[src/rtl/serial_adder_pkg.sv]
// Shared definitions for the bit-serial adder: FSM state encoding and default width.
package serial_adder_pkg;

    localparam int DEFAULT_WIDTH = 8;

    typedef enum logic [1:0] {
        ST_IDLE  = 2'd0,
        ST_SHIFT = 2'd1,
        ST_DONE  = 2'd2
    } state_e;

endpackage

[src/rtl/full_adder.sv]
// One-bit combinational full adder.
module full_adder (
    input  logic a,
    input  logic b,
    input  logic cin,
    output logic s,
    output logic cout
);

    // Sum and carry of three input bits.
    always_comb begin
        s    = a ^ b ^ cin;
        cout = (a & b) | (a & cin) | (b & cin);
    end

endmodule

[src/rtl/serial_adder.sv]
// Bit-serial adder: latches operands on start, adds one bit pair per clock LSB first,
// then presents {cout, sum} with a one-cycle done pulse.
module serial_adder
    import serial_adder_pkg::*;
#(
    parameter int WIDTH = DEFAULT_WIDTH
) (
    input  logic             clk,
    input  logic             rst_n,
    input  logic             start,
    input  logic [WIDTH-1:0] a,
    input  logic [WIDTH-1:0] b,
    input  logic             cin,
    output logic             busy,
    output logic             done,
    output logic [WIDTH-1:0] sum,
    output logic             cout
);

    localparam int CW = $clog2(WIDTH);
    localparam logic [CW-1:0] LAST = CW'(WIDTH - 1);

    state_e           state_q, state_d;
    logic [WIDTH-1:0] a_sh_q, a_sh_d;
    logic [WIDTH-1:0] b_sh_q, b_sh_d;
    logic [WIDTH-1:0] s_sh_q, s_sh_d;
    logic             carry_q, carry_d;
    logic [CW-1:0]    count_q, count_d;
    logic [WIDTH-1:0] sum_q, sum_d;
    logic             cout_q, cout_d;
    logic             busy_q, busy_d;
    logic             done_q, done_d;

    logic             fa_s;
    logic             fa_c;

    full_adder u_fa (
        .a    (a_sh_q[0]),
        .b    (b_sh_q[0]),
        .cin  (carry_q),
        .s    (fa_s),
        .cout (fa_c)
    );

    // Next-state logic for FSM, shift registers, counter and registered outputs.
    always_comb begin
        state_d = state_q;
        a_sh_d  = a_sh_q;
        b_sh_d  = b_sh_q;
        s_sh_d  = s_sh_q;
        carry_d = carry_q;
        count_d = count_q;
        sum_d   = sum_q;
        cout_d  = cout_q;
        busy_d  = busy_q;
        done_d  = 1'b0;

        case (state_q)
            ST_IDLE: begin
                busy_d = 1'b0;
                if (start) begin
                    a_sh_d  = a;
                    b_sh_d  = b;
                    carry_d = cin;
                    count_d = '0;
                    busy_d  = 1'b1;
                    state_d = ST_SHIFT;
                end
            end
            ST_SHIFT: begin
                // New sum bit enters at the MSB; the whole register shifts right.
                s_sh_d  = WIDTH'({fa_s, s_sh_q} >> 1);
                a_sh_d  = a_sh_q >> 1;
                b_sh_d  = b_sh_q >> 1;
                carry_d = fa_c;
                if (count_q == LAST) begin
                    sum_d   = WIDTH'({fa_s, s_sh_q} >> 1);
                    cout_d  = fa_c;
                    done_d  = 1'b1;
                    state_d = ST_DONE;
                end else begin
                    count_d = count_q + 1'b1;
                end
            end
            ST_DONE: begin
                busy_d  = 1'b0;
                state_d = ST_IDLE;
            end
            default: begin
                busy_d  = 1'b0;
                state_d = ST_IDLE;
            end
        endcase
    end

    // State and output registers with asynchronous active-low reset.
    always_ff @(posedge clk or negedge rst_n) begin
        if (!rst_n) begin
            state_q <= ST_IDLE;
            a_sh_q  <= '0;
            b_sh_q  <= '0;
            s_sh_q  <= '0;
            carry_q <= 1'b0;
            count_q <= '0;
            sum_q   <= '0;
            cout_q  <= 1'b0;
            busy_q  <= 1'b0;
            done_q  <= 1'b0;
        end else begin
            state_q <= state_d;
            a_sh_q  <= a_sh_d;
            b_sh_q  <= b_sh_d;
            s_sh_q  <= s_sh_d;
            carry_q <= carry_d;
            count_q <= count_d;
            sum_q   <= sum_d;
            cout_q  <= cout_d;
            busy_q  <= busy_d;
            done_q  <= done_d;
        end
    end

    assign busy = busy_q;
    assign done = done_q;
    assign sum  = sum_q;
    assign cout = cout_q;

endmodule

[config.mk]
export PLATFORM = sky130hd
export DESIGN_NAME = serial_adder
export DESIGN_NICKNAME = d
export VERILOG_FILES = /design/src/rtl/serial_adder_pkg.sv /design/src/rtl/full_adder.sv /design/src/rtl/serial_adder.sv
export SDC_FILE = /design/constraint.sdc
export NUM_CORES = 1
export LEC_CHECK = 0
export CORE_MARGIN = 2
export CORE_UTILIZATION = 46
export DETAILED_ROUTE_END_ITERATION = 8
export PLACE_DENSITY = 0.76
export RECOVER_POWER = 100
export REMOVE_ABC_BUFFERS = 1
export SETUP_SLACK_MARGIN = 0.05
export SLEW_MARGIN = 20
export SYNTH_ARGS = -nofsm -noshare
export SYNTH_HDL_FRONTEND = slang
export SYNTH_SLANG_ARGS = --single-unit
[constraint.sdc]
create_clock -name clk -period 1.9 [get_ports clk]
set_input_delay 0.19 -clock clk [delete_from_list [all_inputs] [get_ports clk]]
set_output_delay 0.19 -clock clk [all_outputs]
set_load 0.005 [all_outputs]
* After elaboration in Yosys (flattened, before gate mapping)
Index checks and enable logic that the tools add are counted.
** Storage, ports and cells
- Register bits :: 41
- Input port bits :: 20
- Output and inout port bits :: 11
- Logic and storage cells :: 45
** Cells by class
- Add/sub/neg operators :: 1
- Eq/ne operators :: 5
- Muxes and demuxes :: 16
- Bitwise gates (word level) :: 7
- Reductions and logical operators :: 6
** Operator list (count)
- $pmux W8 S2 :: 2
- $mux W8 :: 2
- $mux W3 :: 2
- $ne A2 B2 Y1 const B :: 3
- $pmux W3 S2 :: 1
- $reduce_and A2 Y1 :: 3
- $mux W1 :: 4
- $mux W2 :: 2
- $pmux W1 S2 :: 2
- $pmux W2 S2 :: 1
- $add A3 B1 Y3 const B :: 1
- $and A1 B1 Y1 :: 3
- $eq A3 B3 Y1 const B :: 1
- $reduce_and A3 Y1 :: 1
- $eq A2 B1 Y1 const B :: 1
- $logic_not A2 Y1 :: 1
- $or A1 B1 Y1 :: 2
- $reduce_bool A2 Y1 :: 1
- $xor A1 B1 Y1 :: 2

* Longest topological paths before layout
- Depth in word-level cells :: 4
- Depth in mapped cells :: 5
- Gate-level depth less buffers :: 4

* Modules after synthesis
Synthesis repeated with hierarchy kept, for this count alone.
** Unflattened totals
- Cells, all modules :: 160
- Area, all modules :: 1764.2 µm²
** By module, submodules not included
- serial_adder :: times used 1, cells an instance 159, area each 1744.2 µm², seq. area each 1001.0 µm²
- full_adder :: times used 1, cells an instance 1, area each 20.0 µm², seq. area each 0.0 µm²

* Worst setup path after synthesis
Ideal clock, no wire load.
- Path type :: register -> register
- Start :: reg count_q[0]
- End :: reg cout_q, in the netlist cout
- Arrival time :: 1.403 ns
- Data required time :: 1.772 ns
- Slack :: 0.369 ns
- Stages on the path, launching flop included :: 6
- Path buffers :: 1
- Period minus slack after synthesis :: 1.531 ns
- Cell sequence :: dfrtp_1 -> ha_1 -> ha_1 -> nand3b_1 -> buf_4 -> mux2_1
** On the way
- Longest elaborated chain between the ends :: 2
** RTL lines
- start: declaration :: line serial_adder.sv:28 : logic [CW-1:0] count_q, count_d;
- start signal: assignment :: line serial_adder.sv:115 : count_q <= count_d;
- $eq A3 B3 Y1 :: line serial_adder.sv:76 : if (count_q == LAST) begin
- $reduce_and A2 Y1 (no source line)
- end signal: assignment :: line serial_adder.sv:117 : cout_q <= cout_d;
- end: declaration :: line serial_adder.sv:30 : logic cout_q, cout_d;
No other way between the ends.
A chain may end at the register's enable or synchronous reset.

* Worst setup path after layout
- Start :: reg state_q[1]
- End :: reg b_sh_q[6]
** On the way
- Longest elaborated chain between the ends :: 3
- Elaborated cells between the ends (all ways) :: 6
** RTL lines
- start: declaration :: line serial_adder.sv:23 : state_e state_q, state_d;
- start signal: assignment :: line serial_adder.sv:110 : state_q <= state_d;
- $eq A2 B1 Y1 / $logic_not A2 Y1 (equally long branches) :: line serial_adder.sv:58 : case (state_q)
- $reduce_bool A2 Y1 (no source line) / $ne A2 B2 Y1 (equally long branches)
- $reduce_and A2 Y1 (no source line)
- end signal: assignment :: line serial_adder.sv:112 : b_sh_q <= b_sh_d;
- end: declaration :: line serial_adder.sv:25 : logic [WIDTH-1:0] b_sh_q, b_sh_d;
Several ways; a longest one is shown, not always the timed one.

==> qor.csv <==
stage,metric,value,unit
finish,ratio_of_cells_with_drive_above_1_in_the_final_layout,0.170,
finish,nFillCells,320,
worst_setup_path,worstSetupEndpointType,flip-flop,
worst_hold_path,timing.hold.worst.class,primary input to asynchronous set/reset pin,
drt,routed_via_density,5.74,
drt,number_of_design_rule_violations_left_by_the_first_detailed_router_iteration,41,
global_routing,grt_first_pass_wirelength,5.92,mm
power,swShare,0.309,
sta,timing_max_transition_violations_final,0,
global_routing,gr-usage-all-layers,0.177,
floorplan,ios,31,
finish,nNetsFinal,193,
drt,drt_first_pass_iters,4,
flow_run,maximum_capacitance_violations,0,
floorplan,die-area,4510,µm²
power,vdd.ir_drop.worst,0.000794,V
synth,synth_top_cell_by_area,dfrtp_1,
global_routing,grt_pass1_vias,1253,
finish,stdcell_area,2290,µm²
synth,yosys.cell_types.count,25,
worst_setup_path,biggest_cell_delay_along_the_critical_path,0.57,ns
run_status,outcome,"finished, final reports clean",
synth,synth_enable_flop_cells,0,
clock_tree,clock_tree.htree_level_count,2,
sta,max_freq,0.602,GHz
floorplan,core_area,3740,µm²
power,pwr-share-comb,0.340,
synth,synth_warnings,0,
sta,setup_viol,0,
sta,hold_viol,0,
synth,synthFlopType,dfrtp_1,
worst_setup_path,crit_type,flip-flop to flip-flop,
clock_tree,cts.path.max_buffers,2,
worst_setup_path,crit_fanout,19,
place,placement.setup.worst_slack,0.217,ns
worst_setup_path,path_cells,clkbuf_1 -> or4b_1 -> o221a_2,
synth,ys_top_cells_by_area,"dfrtp_1, mux2_1, o221a_2, or4b_1, buf_6",
place,detailed_place_hpwl,2.52,mm
floorplan,initial_utilization,0.490,
floorplan,floorplan.die.width,67.2,µm
worst_setup_path,worstSetupStartpointType,flip-flop,
finish,stdcell_count,219,
clock_tree,clock_sink_count,40,
drt,detail_route.wirelength,3.40,mm
global_routing,grt_overflow_total,0,
synth,netlist_area_pre_place,1840,µm²
worst_setup_path,slowest_stage,dfrtp_1,
floorplan,placementRows,22,
sta,period_minus_slack,1.66,ns
synth,yosysSeqAreaShare,0.545,
worst_setup_path,crit_required,2.08,ns
sta,post_route_setup_tns,0,ns
drt,drcViolationCount,0,
finish,multi_input_area,721,µm²
synth,syn-mean-instance-area,13.6,µm²
drt,ant_nets,0,
clock_tree,cts_tree,built,
power,fin_total_pwr,0.00337,W
place,port-buffer-count,30,
finish,diodes_inserted,0,
power,seqPwrFrac,0.456,
place,finalWeightedCongestion,0.674,
sta,rsz0062_at_grt,no,
worst_setup_path,critical-path-top-delay-family,flip-flops,
worst_setup_path,critPathBufInv,1,
power,leakagePower,0.980,nW
finish,area.sequential,1000,µm²
global_routing,grt_start_max_net_pins,23,
clock_tree,cts_inserted_buffers,5,
synth,number_of_register_bits_inferred_by_synthesis,40,
power,p_clk_frac,0.204,
worst_setup_path,worst_ep_arrival_time,1.84,ns
power,power.internal,0.00233,W
sta,setup_slack,0.239,ns
sta,relSlewSlack,0.502,
place,post-place-cells,210,
drt,detail_route.wl_per_cell,15.5,µm
clock_tree,root_buffer,clkbuf_8,
synth,synthDominantCellAreaShare,0.545,
sta,tightest_slew,0.748,ns
floorplan,die-height,67.2,µm
synth,asyncSetResetFlopFracSynth,1.00,
power,power_per_cell_area,1480,nW/µm²
drt,vias,1258,
clock_tree,clock_insertion_delay_worst_skew,0.29,ns
synth,syn-instance-count,135,
clock_tree,clk_pin_slew,0.08,ns
global_routing,grt_antenna_before_repair,0,
sta,post_route_clock_skew,0.00384,ns
power,p_sw,0.00104,W
sta,post-route-period-util,0.874,
finish,area_delta_synth_final,24.5,%
place,post_dp_cell_area,2180,µm²
## placed cells by master (no fill, tap or decap), types with 3 or more instances in the layout
cell type         n
clkbuf_1          4
clkbuf_2          3
clkbuf_8          5
clkdlybuf4s50_1  18
dfrtp_1          39
dlygate4sd3_1    12
inv_1             6
mux2_1           16
nand2_1           3
nand2b_1          4
nand3_1           3
nor3b_1           4
o221a_2          13
o221ai_1          3
or4b_1           13
## through the flow
stage | utilization | hold slack, ns
2_1_floorplan | - | -0.106
3_3_place_gp | 0.583 | 0.0819
3_5_place_dp | 0.583 | 0.0909
4_1_cts | 0.616 | 0.319
5_1_grt | 0.611 | 0.509
6_report | 0.611 | 0.448
## cells in the mapped netlist, drive strengths merged (2+ instances only)
| cell | n |
|---|---|
| a211oi | 2 |
| nor4bb | 2 |
| nand2b | 4 |
| nor3b | 4 |
| ha | 2 |
| nand2 | 3 |
| o221a | 13 |
| a21oi | 2 |
| dfrtp | 40 |
| inv | 7 |
| nor4b | 2 |
| or4b | 13 |
| nand3 | 3 |
| buf | 12 |
| mux2 | 16 |
| a211o | 2 |
| o221ai | 3 |
## area by class of cell
class / instances / area share
Sequential cell: 40 / 0.438
Tap cell: 48 / 0.0263
Multi-Input combinational cell: 76 / 0.315
Timing Repair Buffer: 40 / 0.160
Clock buffer: 5 / 0.0301
Inverter: 7 / 0.0115
Clock inverter: 3 / 0.0186
## worst reg2reg max path, stage by stage, from the launching register on
cell and delay, ns:
dfrtp_1 0.57, clkbuf_1 0.28, or4b_1 0.57, o221a_2 0.14
## timing repair
item | 4_1_cts | 5_1_grt
hold buffers | 1 | 0
endpoints found under the setup margin | 0 | 2
resized for setup | 0 | 1
hold endpoints to repair | 11 | 0
buffers inserted | 0 | 0
## path summary, 6_finish.rpt
| path | start | endpoint | slack (ns) | depth (start not counted) |
|---|---|---|---|---|
| max in group asynchronous | rst_n | s_sh_q[2] | 0.36 | 3 |
| hold reg to reg | sum[7] | sum[7] | 0.49 | 1 |
| setup reg to reg | state_q[1] | b_sh_q[6] | 0.24 | 3 |
| setup / recovery | state_q[1] | b_sh_q[6] | 0.24 | 3 |
| min in group clk | sum[7] | sum[7] | 0.49 | 1 |
| hold / removal | rst_n | done | 0.45 | 2 |
## flip-flops by register name (all words and copies together) (netlist names)
name	flops
a_sh_q	8
b_sh_q	8
sum	8
s_sh_q	7
count_q	3
state_q	2
busy	1
carry_q	1
cout	1
done	1
## kinds of logic (layout without fill, tap and decap cells)
family / count (synthesis) / in the layout / share of synthesized area
AO/OA/AOI/OAI: 24 / 24 / 0.127
adder cells (fa/ha/maj): 3 / 3 / 0.0245
buffers and inverters: 19 / 55 / 0.0620
flip-flops: 40 / 40 / 0.545
multiplexers: 16 / 16 / 0.0982
AND/OR/NAND/NOR: 33 / 33 / 0.143
## power groups by stage
stage / Combinational (W) / Sequential [W] / Clock [W]
6_report: 0.00115 / 0.00154 / 0.000690
5_1_grt: 0.00129 / 0.00160 / 0.000744
4_1_cts: 0.00123 / 0.00155 / 0.000709
3_5_place_dp: 0.00123 / 0.00156 / 0
3_3_place_gp: 0.00116 / 0.00153 / 0
2_1_floorplan: 0.000718 / 0.00150 / 0
## metal layers
layer,up-vias,track usage,wire [µm]
met5,-,0,0
li1,584,-,-
met4,0,0.0536,43
met3,7,0.0533,217
met2,41,0.297,1710
met1,626,0.220,1430
Power figures use the tool's default switching activity.
